`config.mk`:
```
export PLATFORM = sky130hd
export DESIGN_NAME = mips_pc_sequencer
export DESIGN_NICKNAME = d
export VERILOG_FILES = /design/src/rtl/mips_pc_sequencer.sv
export SDC_FILE = /design/constraint.sdc
export NUM_CORES = 1
export LEC_CHECK = 0
export BUFFER_PORTS_ARGS = -buffer_cell sky130_fd_sc_hd__clkbuf_2
export CORE_UTILIZATION = 49
export DETAILED_ROUTE_END_ITERATION = 7
export PLACE_DENSITY_LB_ADDON = 0.08
export SLEW_MARGIN = 15
export SYNTH_ARGS = -nofsm -noshare
export SYNTH_HDL_FRONTEND = slang
export SYNTH_SLANG_ARGS = --single-unit
```
`constraint.sdc`:
```
create_clock -name clk -period 3.5 [get_ports clk]
set_input_delay 0.7 -clock clk [delete_from_list [all_inputs] [get_ports clk]]
set_output_delay 0.7 -clock clk [all_outputs]
set_load 0.01 [all_outputs]
```
`src/rtl/mips_pc_sequencer.sv`:
```
// Multi-cycle fetch / next-PC sequencer for the MIPS core.
// Define FETCH_TIMEOUT_EN to enable the fetch wait watchdog (fetch_fault).
module mips_pc_sequencer #(
    parameter logic [31:0] RESET_PC      = 32'h0000_0000,
    parameter int unsigned JUMP_MODE     = 0,
    parameter int unsigned FETCH_TIMEOUT = 16
) (
    input  logic        clk,
    input  logic        reset,
    output logic        imem_req,
    output logic [31:0] imem_addr,
    input  logic        imem_ready,
    input  logic [31:0] imem_rdata,
    output logic        instr_valid,
    output logic [31:0] instr,
    input  logic        ex_done,
    input  logic        alu_zero,
    output logic [31:0] pc,
    output logic        halt,
    output logic        fetch_fault
);

    localparam logic [1:0] ST_INIT  = 2'd0;
    localparam logic [1:0] ST_FETCH = 2'd1;
    localparam logic [1:0] ST_EXEC  = 2'd2;
    localparam logic [1:0] ST_HALT  = 2'd3;

    localparam logic [5:0] OP_J    = 6'b000010;
    localparam logic [5:0] OP_JAL  = 6'b000011;
    localparam logic [5:0] OP_BEQ  = 6'b000100;
    localparam logic [5:0] OP_BNE  = 6'b000101;
    localparam logic [5:0] OP_HALT = 6'b111111;

`ifdef FETCH_TIMEOUT_EN
    localparam bit TimeoutEn = 1'b1;
`else
    localparam bit TimeoutEn = 1'b0;
`endif

    logic [1:0]  state_q, state_d;
    logic [31:0] pc_q, pc_d;
    logic [31:0] instr_q, instr_d;
    logic [31:0] cnt_q, cnt_d;
    logic        req_q, req_d;
    logic        valid_q, valid_d;
    logic        halt_q, halt_d;
    logic        fault_q, fault_d;

    logic [31:0] pc4, br_tgt, jmp_tgt, next_pc;
    logic        fetch_timeout;

    always_comb begin
        pc4    = pc_q + 32'd4;
        br_tgt = pc4 + {{14{instr_q[15]}}, instr_q[15:0], 2'b00};
        if (JUMP_MODE == 0) begin
            jmp_tgt = {pc4[31:28], instr_q[25:0], 2'b00};
        end else begin
            jmp_tgt = pc4 + {{4{instr_q[25]}}, instr_q[25:0], 2'b00};
        end
        case (instr_q[31:26])
            OP_J, OP_JAL: next_pc = jmp_tgt;
            OP_BEQ:       next_pc = alu_zero ? br_tgt : pc4;
            OP_BNE:       next_pc = alu_zero ? pc4 : br_tgt;
            default:      next_pc = pc4;
        endcase
    end

    // Counter is held at zero when the watchdog is compiled out, so it folds away.
    assign fetch_timeout = TimeoutEn && ((cnt_q + 32'd1) == FETCH_TIMEOUT);

    always_comb begin
        state_d = state_q;
        pc_d    = pc_q;
        instr_d = instr_q;
        cnt_d   = cnt_q;
        req_d   = req_q;
        valid_d = 1'b0;
        halt_d  = halt_q;
        fault_d = fault_q;
        case (state_q)
            ST_INIT: begin
                state_d = ST_FETCH;
                req_d   = 1'b1;
                cnt_d   = 32'd0;
            end
            ST_FETCH: begin
                if (imem_ready) begin
                    instr_d = imem_rdata;
                    req_d   = 1'b0;
                    valid_d = 1'b1;
                    state_d = ST_EXEC;
                end else if (fetch_timeout) begin
                    fault_d = 1'b1;
                    halt_d  = 1'b1;
                    req_d   = 1'b0;
                    state_d = ST_HALT;
                end else if (TimeoutEn) begin
                    cnt_d = cnt_q + 32'd1;
                end
            end
            ST_EXEC: begin
                if (ex_done) begin
                    if (instr_q[31:26] == OP_HALT) begin
                        halt_d  = 1'b1;
                        state_d = ST_HALT;
                    end else begin
                        pc_d    = next_pc;
                        req_d   = 1'b1;
                        cnt_d   = 32'd0;
                        state_d = ST_FETCH;
                    end
                end
            end
            default: begin
            end
        endcase
    end

    always_ff @(posedge clk or posedge reset) begin
        if (reset) begin
            state_q <= ST_INIT;
            pc_q    <= RESET_PC;
            instr_q <= 32'd0;
            cnt_q   <= 32'd0;
            req_q   <= 1'b0;
            valid_q <= 1'b0;
            halt_q  <= 1'b0;
            fault_q <= 1'b0;
        end else begin
            state_q <= state_d;
            pc_q    <= pc_d;
            instr_q <= instr_d;
            cnt_q   <= cnt_d;
            req_q   <= req_d;
            valid_q <= valid_d;
            halt_q  <= halt_d;
            fault_q <= fault_d;
        end
    end

    assign imem_req    = req_q;
    assign imem_addr   = pc_q;
    assign pc          = pc_q;
    assign instr       = instr_q;
    assign instr_valid = valid_q;
    assign halt        = halt_q;
    assign fetch_fault = fault_q;

endmodule
```
After elaboration in Yosys (flattened, before gate mapping) --
Index checks and enable logic that the tools add are counted.
Storage, ports and cells: output and inout bits 100, flip-flop bits (word level) 69, input bits 37
Cells by class: bitwise operators 1, reduce and logical (&&, ||, !) cells 8, equal/unequal tests 10, mux-type cells 13, $add $sub $neg 2
Operator list (number):
- $pmux 32 s3 | 1
- $mux 32 | 2
- $add 32x3->32 const B | 1
- $add 32x32->32 | 1
- $eq 6x2->1 const B | 2
- $eq 6x3->1 const B | 2
- $reduce_and 3->1 | 3
- $eq 6x6->1 const B | 1
- $mux 2 | 3
- $ne 2x2->1 const B | 3
- $pmux 2 s3 | 1
- $mux 1 | 5
- $reduce_and 4->1 | 1
- $pmux 1 s3 | 1
- $reduce_bool 3->1 | 1
- $eq 2x1->1 const B | 1
- $eq 2x2->1 const B | 1
- $logic_not 2->1 | 1
- $reduce_and 2->1 | 1
- $reduce_or 2->1 | 1
- $not 1->1 | 1

Longest topological paths before layout --
Gate-level depths: netlist of run 1.
word-level depth 4, mapped depth 16, gate-level depth less buffers 16

Least setup slack after synthesis of run 1 --
Ideal clock, no wire load.
kind flip-flop to flip-flop, start point register pc_q[4] (netlist: imem_addr[4]), end point register pc_q[31] (netlist: imem_addr[31]), path buffers 0, clock period less this slack 3.639 ns, path slack -0.139 ns, arrival time 3.535 ns, stages on the path, launching flop included 15, required time 3.396 ns, path through dfrtp_1 > and4_1 > and2_0 > nand3_1 > nor2_1 > nand3_1 > xnor2_1 > ha_1 > a21o_1 > a221o_1 > o21bai_1 > a2111oi_4 > nor2_2 > xnor2_1 > o311ai_1
Between the ends: longest elaborated chain between the ends 4
RTL lines:
- start: declaration | RTL line 41 | logic [31:0] pc_q, pc_d;
- start signal: assignment | RTL line 131 | pc_q <= pc_d;
- $add 32x3->32 (*) | RTL line 53 | pc4 = pc_q + 32'd4;
- $add 32x32->32 | RTL line 54 | br_tgt = pc4 + {{14{instr_q[15]}}, instr_q[15:0], 2'b00};
- $mux 32, on equally long branches | RTL line 63, 62
- $pmux 32 s3 (*) | RTL line 60 | case (instr_q[31:26])
Every way passes the cells marked *; elsewhere a longest branch is shown, timed or not. A chain may end at the register's enable or synchronous reset.

Worst setup path in the final report of run 1 --
start point register pc_q[7] (netlist: imem_addr[7]), end point register pc_q[31] (netlist: imem_addr[31])
Same word-level chain as after synthesis.

==> impl_metrics.env, run 1 <==
export IMPL_cts_sinks=67
export IMPL_dp_cells=893
export IMPL_die_w_microns=107
export IMPL_worst_hold_slack_ns=0.413
export IMPL_synth_edf_count=0
export IMPL_tightest_slew_ns=0.706
export IMPL_core_area_sq_um=10500
export IMPL_cap_violations=0
export IMPL_io_buffers=131
export IMPL_hp_class="primary input to asynchronous set/reset pin"
export IMPL_post_synth_cell_area_avg_sq_um=9.02
export IMPL_final_antenna_net_count=0
export IMPL_root_buffer="clkbuf_8"
export IMPL_fin_setup_tns_ns=0
export IMPL_min_period_ns=3.45
export IMPL_cts_tree="done"
export IMPL_hold_viol=0
export IMPL_gp_congestion=0.950
export IMPL_crit_top_cell="and4_4"
export IMPL_finalCritPeriodShare_pct=98.5
export IMPL_leakage_uw=0.00345
export IMPL_fin_cells=919
export IMPL_overflow=0
export IMPL_async_flop_share_pct=100
export IMPL_drc_errors=0
export IMPL_dp_hpwl_microns=11700
export IMPL_criticalPathCategory="flop to flop"
export IMPL_first_iter_violations=210
export IMPL_fin_util_pct=67.1
export IMPL_vias=5209
export IMPL_final_cell_mix="clkbuf_2, buf_4, dfrtp_1"
export IMPL_area_growth_pct=30.6
export IMPL_r2r_start="imem_addr[7]$_DFFE_PP0P_"
export IMPL_status="finished clean"
export IMPL_row_count=37
export IMPL_synth_flop_cell="dfrtp_1"
export IMPL_crit_start="imem_addr[7]$_DFFE_PP0P_"
export IMPL_grt_pass1_vias=4906
export IMPL_clk_pin_slew_worst_paths_ns=0.09
export IMPL_clk_latency_ns=0.37
export IMPL_max_stage_delay_ns=0.37
export IMPL_layout_commonest_cell="clkbuf_2"
export IMPL_cts_buffers=9
export IMPL_netlist_area_sq_um=5380
export IMPL_required_ns=3.74
export IMPL_diodes=0
export IMPL_ys_warn_count=0
export IMPL_powerDensity_nw_per_um2=1010
export IMPL_synth_distinct_cells=66
export IMPL_ir_drop_mv=0.498
export IMPL_ys_ff_latch=67
export IMPL_critPathLaunchType="flop"
export IMPL_grt_max_degree=35
export IMPL_critPathArrivalTime_ns=3.69
export IMPL_ys_seq_area_share_pct=31.2
export IMPL_grt_pass1_wl_microns=24500
export IMPL_clock_skew_ns=0.0174
export IMPL_fp_dieH_microns=107
export IMPL_crit_path_end="imem_addr[31]$_DFFE_PP0P_"
export IMPL_drt_total_wl_microns=15800
export IMPL_start_util_pct=51.4
export IMPL_finalNetCount=855
export IMPL_rsz0062_at_grt="true"
export IMPL_io_pins=137
export IMPL_path_cells="and4_4, and2_4, and4_4, xor2_2, ha_1, o21a_1, a221o_1, a211o_1, o21a_4, a2111oi_4, nor2_2, xnor2_1, o21ai_1, o311ai_1"
export IMPL_antenna_found_initial=0
export IMPL_drt_first_pass_iters=5
export IMPL_fmax_mhz=290
export IMPL_timing_slew_headroom_pct=52.9
export IMPL_slew_viol_final=0
export IMPL_htreeDepth=3
export IMPL_rr_endpoint="imem_addr[31]$_DFFE_PP0P_"
export IMPL_dieArea_sq_um=11400
export IMPL_cp_slowest_cell="a221o_1"
export IMPL_netlist_instances=596
export IMPL_rrSetupSlack_ns=0.05
export IMPL_wl_per_cell_microns=17.2
export IMPL_r2r_worst_path_cells=14
export IMPL_grtUsageTotal_pct=28.0
export IMPL_critPathCaptureType="flop"
export IMPL_clockBufferDepth=2
export IMPL_finalSetupViolCount=0
export IMPL_crit_path_max_fanout=5
export IMPL_via_per_inst=5.67
export IMPL_drive_above_1_share_pct=41.9
routing by layer:
layer	vias up	GRT usage (%)	routed length, microns
met5	-	0	0
met4	0	10.1	331
met3	25	4.50	864
met2	178	46.5	7530
met1	2513	36.6	7050
li1	2493	-	-
report_power, final:
group	total, uW	internal, uW	switching, uW
Combinational	4850	2330	2520
Sequential	1500	1120	379
Clock	765	420	345
flip-flops by register name, indices dropped and copies added, names as in the netlist:
name,count
halt,1
instr_valid,1
imem_addr,30
state_q,2
instr,32
imem_req,1
layout make-up:
class | instances | area, sq um
Multi-Input combinational cell | 458 | 3520
Fill cell | 899 | 3440
Sequential cell | 67 | 1680
Timing Repair Buffer | 221 | 1340
Tap cell | 136 | 170
Clock buffer | 10 | 138
Clock inverter | 6 | 88.8
Inverter | 21 | 78.8
worst min-delay path by stage:
stage,startpoint,endpoint,slack [ns],depth (start not counted)
after floorplan,imem_req$_DFFE_PP0P_,imem_req$_DFFE_PP0P_,0.51,2
after global placement,halt$_DFFE_PP0P_,halt$_DFFE_PP0P_,0.47,1
after detailed placement,imem_req$_DFFE_PP0P_,imem_req$_DFFE_PP0P_,0.48,2
after CTS,reset,instr[21]$_DFFE_PP0P_,0.43,2
after global routing,reset,instr[21]$_DFFE_PP0P_,0.47,2
final,reset,instr[21]$_DFFE_PP0P_,0.41,2
what timing repair did:
action | 4_1_cts | 5_1_grt
gates resized for setup | 10 | 41
buffers inserted | 3 | 7
hold buffers | 0 | 0
gates cloned | 0 | 0
pin swaps | 6 | 22
setup endpoints to repair | 10 | 14
critical path: cells and delay by family, from the launching register on:
family | cells | cell delay, ns
adders and majority gates | 1 | 0.29
xor gates and xnor gates | 2 | 0.33
AOI/OAI and AO/OA | 7 | 1.61
and+or+nand+nor | 4 | 0.73
DFF | 1 | 0.35
synthesized netlist by cell type (2+ instances only):
| cell type | n | area, sq um |
|---|---|---|
| and2_1 | 2 | 12.5 |
| nand3_1 | 18 | 90.1 |
| or3_1 | 3 | 18.8 |
| xnor2_1 | 32 | 280 |
| o21ai_0 | 37 | 185 |
| nand2b_1 | 3 | 18.8 |
| inv_1 | 21 | 78.8 |
| a31oi_1 | 5 | 31.3 |
| clkbuf_1 | 14 | 52.6 |
| buf_4 | 35 | 263 |
| nand4_1 | 8 | 50.1 |
| and3_1 | 7 | 43.8 |
| mux2i_1 | 3 | 30.0 |
| a221o_1 | 3 | 30.0 |
| and4_1 | 4 | 35.0 |
| a22oi_1 | 7 | 52.6 |
| o21a_1 | 6 | 45.0 |
| nor2b_1 | 2 | 12.5 |
| a21o_1 | 17 | 128 |
| mux2_2 | 31 | 349 |
| a221oi_1 | 18 | 158 |
| a21oi_1 | 20 | 100 |
| nor2_1 | 44 | 165 |
| o21bai_1 | 7 | 52.6 |
| a211oi_1 | 2 | 15.0 |
| dfrtp_1 | 67 | 1680 |
| nor3_1 | 13 | 65.1 |
| o21ai_1 | 4 | 20.0 |
| nand2_1 | 57 | 214 |
| ha_1 | 39 | 488 |
| nor3b_1 | 2 | 15.0 |
| xor2_1 | 21 | 184 |
| o211ai_1 | 3 | 22.5 |
| a211o_1 | 2 | 17.5 |
| or2_2 | 2 | 12.5 |
| o22ai_1 | 4 | 25.0 |
| buf_1 | 3 | 11.3 |
| a221oi_2 | 2 | 30.0 |
kinds of logic (layout without fill, tap and decap cells):
family / Yosys count / in the layout / synth area share, %
buf+inv: 75 / 258 / 7.84
fa+ha+maj: 40 / 40 / 9.45
other cells: 1 / 5 / 0.0697
simple gates: 173 / 173 / 15.2
xor+xnor: 53 / 53 / 8.63
flops: 67 / 67 / 31.2
mux: 34 / 34 / 7.05
compound gates: 153 / 153 / 20.6
per-stage QoR:
stage / setup slack, ns / cell area [sq um] / total power, uW
after floorplan: 0.00428 / 5400 / 4560
after global placement: -0.164 / 6480 / 5980
after detailed placement: -0.210 / 6480 / 6070
after CTS: 0.00244 / 6770 / 6900
after global routing: -0.146 / 7020 / 7650
final: 0.0528 / 7020 / 7110
(Power assumes the default switching activity.)
==> run 2: changes to the inputs <==
--- a/config.mk
+++ b/config.mk
@@ -6,7 +6,8 @@
 export NUM_CORES = 1
 export LEC_CHECK = 0
 export BUFFER_PORTS_ARGS = -buffer_cell sky130_fd_sc_hd__clkbuf_2
-export CORE_UTILIZATION = 49
+export CORE_MARGIN = 2
+export CORE_UTILIZATION = 59
 export DETAILED_ROUTE_END_ITERATION = 7
 export PLACE_DENSITY_LB_ADDON = 0.08
 export SLEW_MARGIN = 15
==> constraint.sdc (replaced) <==
create_clock -name clk -period 4.1 [get_ports clk]
set_input_delay 0.82 -clock clk [delete_from_list [all_inputs] [get_ports clk]]
set_output_delay 0.82 -clock clk [all_outputs]
set_load 0.01 [all_outputs]
==> run 2 against run 1 <==
Hold slack improved by 0.093 ns; sequential cell count did not move; non-clock buffer count shrank 75; via count fell by 5.0%; first-iteration DRC count up 40%; routed wire length down 9.2%; clock power decreased by 23%; critical path type unchanged; largest cell class unchanged.
==> impl_metrics.env, run 2 (same netlist as run 1, synthesis figures left out) <==
export IMPL_grt_pass1_vias=4724
export IMPL_fin_cells=816
export IMPL_drc_errors=0
export IMPL_rr_endpoint="imem_addr[31]$_DFFE_PP0P_"
export IMPL_grtUsageTotal_pct=29.6
export IMPL_dieArea_sq_um=9890
export IMPL_criticalPathCategory="flop to flop"
export IMPL_grt_busiest_layer="met2"
export IMPL_core_area_sq_um=8760
export IMPL_holdCritStartpoint="imem_req$_DFFE_PP0P_"
export IMPL_worst_hold_path_endpoint="imem_req$_DFFE_PP0P_"
export IMPL_timing_slew_headroom_pct=30.5
export IMPL_grt_max_degree=49
export IMPL_root_buffer="clkbuf_8"
export IMPL_htreeDepth=3
export IMPL_required_ns=4.32
export IMPL_dp_cells=799
export IMPL_ir_drop_mv=0.426
export IMPL_overflow=0
export IMPL_fin_ws_ns=0.274
export IMPL_finalCritPeriodShare_pct=93.3
export IMPL_hold_viol=0
export IMPL_grt_pass1_wl_microns=23400
export IMPL_via_per_inst=6.06
export IMPL_ctsHoldBuffers=0
export IMPL_status="finished clean"
export IMPL_critPathArrivalTime_ns=4.05
export IMPL_finalSetupViolCount=0
export IMPL_antenna_found_initial=0
export IMPL_hp_class="flop to flop"
export IMPL_r2r_worst_path_cells=14
export IMPL_clk_latency_ns=0.36
export IMPL_fin_setup_tns_ns=0
export IMPL_leakage_uw=0.00302
export IMPL_grt_util_met2_pct=48.0
export IMPL_fp_dieH_microns=99.5
export IMPL_clk_pin_slew_worst_paths_ns=0.08
export IMPL_start_util_pct=61.4
export IMPL_min_period_ns=3.83
export IMPL_layout_commonest_cell="clkbuf_2"
export IMPL_largest_reg_flops=32
export IMPL_cts_tree="done"
export IMPL_n_fill_cell=727
export IMPL_final_antenna_net_count=0
export IMPL_rrSetupSlack_ns=0.27
export IMPL_dp_hpwl_microns=10500
export IMPL_vias=4946
export IMPL_drt_total_wl_microns=14300
export IMPL_drt_first_pass_iters=5
export IMPL_grt_met3_usage_pct=4.36
export IMPL_tightest_slew_ns=1.04
export IMPL_row_count=34
export IMPL_multiInputGateArea_sq_um=3340
export IMPL_cap_violations=0
export IMPL_first_iter_violations=293
export IMPL_cts_sinks=67
export IMPL_final_cell_mix="clkbuf_2, dfrtp_1, nand2_1"
export IMPL_diodes=0
export IMPL_crit_path_max_fanout=8
export IMPL_powerDensity_nw_per_um2=869
export IMPL_drive_above_1_share_pct=31.2
export IMPL_rsz0062_at_grt="false"
export IMPL_die_w_microns=99.5
export IMPL_critPathCaptureType="flop"
export IMPL_finalNetCount=780
export IMPL_gp_congestion=0.936
export IMPL_worst_hold_slack_ns=0.506
export IMPL_ff_latch_area_sq_um=1680
export IMPL_wl_per_cell_microns=17.5
export IMPL_cts_buffers=9
export IMPL_io_pins=137
export IMPL_fmax_mhz=261
export IMPL_clock_skew_ns=0.0156
export IMPL_dp_slack_ns=0.122
export IMPL_io_buffers=131
export IMPL_area_growth_pct=15.5
export IMPL_r2r_start="imem_addr[3]$_DFFE_PP0P_"
export IMPL_clockBufferDepth=2
export IMPL_hold_depth=2
export IMPL_critPathLaunchType="flop"
export IMPL_grtUsageMet1_pct=40.9
export IMPL_fin_util_pct=70.9
export IMPL_slew_viol_final=0
==> run 2: cell count changes in the layout (fill, tap and decap cells not counted), moves of 4 or more <==
cell,previous run,this run
and4_4,4,0
xnor2_2,6,0
nor2_1,38,44
xnor2_1,26,32
buf_4,87,15
nor2_2,7,1
==> run 2: metrics by stage <==
stage / cell area [sq um] / total power, uW
after floorplan: 5390 / 3890
after global placement: 5940 / 4650
after detailed placement: 5940 / 4730
after CTS: 6150 / 5350
after global routing: 6210 / 5840
final: 6210 / 5400
==> run 2: what timing repair did <==
item                       CTS  global route
setup endpoints to repair    0            10
buffers inserted             0             1
resized for setup            0            17
==> run 2: area by class of cell <==
type,instances,area share [%]
clock buffer,10,2.22
multi-input combinational,458,53.7
tap,108,2.18
inverter,21,1.27
clock inverter,6,1.13
sequential,67,27.1
timing repair buffer,146,12.4
==> run 2: worst max-delay path by stage <==
stage	startpoint	to	slack, ns	depth (start not counted)
floorplan	imem_addr[4]$_DFFE_PP0P_	imem_addr[31]$_DFFE_PP0P_	0.46	14
global placement	imem_addr[15]$_DFFE_PP0P_	imem_addr[31]$_DFFE_PP0P_	0.18	15
detailed placement	imem_addr[4]$_DFFE_PP0P_	imem_addr[29]$_DFFE_PP0P_	0.12	14
CTS	imem_addr[15]$_DFFE_PP0P_	imem_addr[31]$_DFFE_PP0P_	0.07	16
global route	imem_addr[10]$_DFFE_PP0P_	imem_addr[31]$_DFFE_PP0P_	0.05	15
finish	imem_addr[3]$_DFFE_PP0P_	imem_addr[31]$_DFFE_PP0P_	0.27	14
==> run 2: layer usage <==
metal  routed length (microns)  up-vias
met5                         0        -
met4                       243        0
met2                      6750      199
met1                      6290     2385
met3                      1030       25
li1                          -     2337
==> run 2: report_power, final <==
part           leakage [uW]  internal (uW)  switching (uW)
registers          0.000808            956             399
clock network      0.000108            304             287
logic               0.00210           1550            1900
==> run 2: worst max-delay path, cell delays in order (launching register included) <==
cell	delay, ns
dfrtp_1	0.44
ha_1	0.27
and2_2	0.24
nand3_2	0.16
nor3_1	0.23
xor2_1	0.29
ha_2	0.40
a21o_1	0.23
a221o_1	0.34
o21bai_1	0.21
a2111oi_4	0.37
nor2_2	0.10
xnor2_1	0.16
o21ai_1	0.14
o311ai_1	0.11
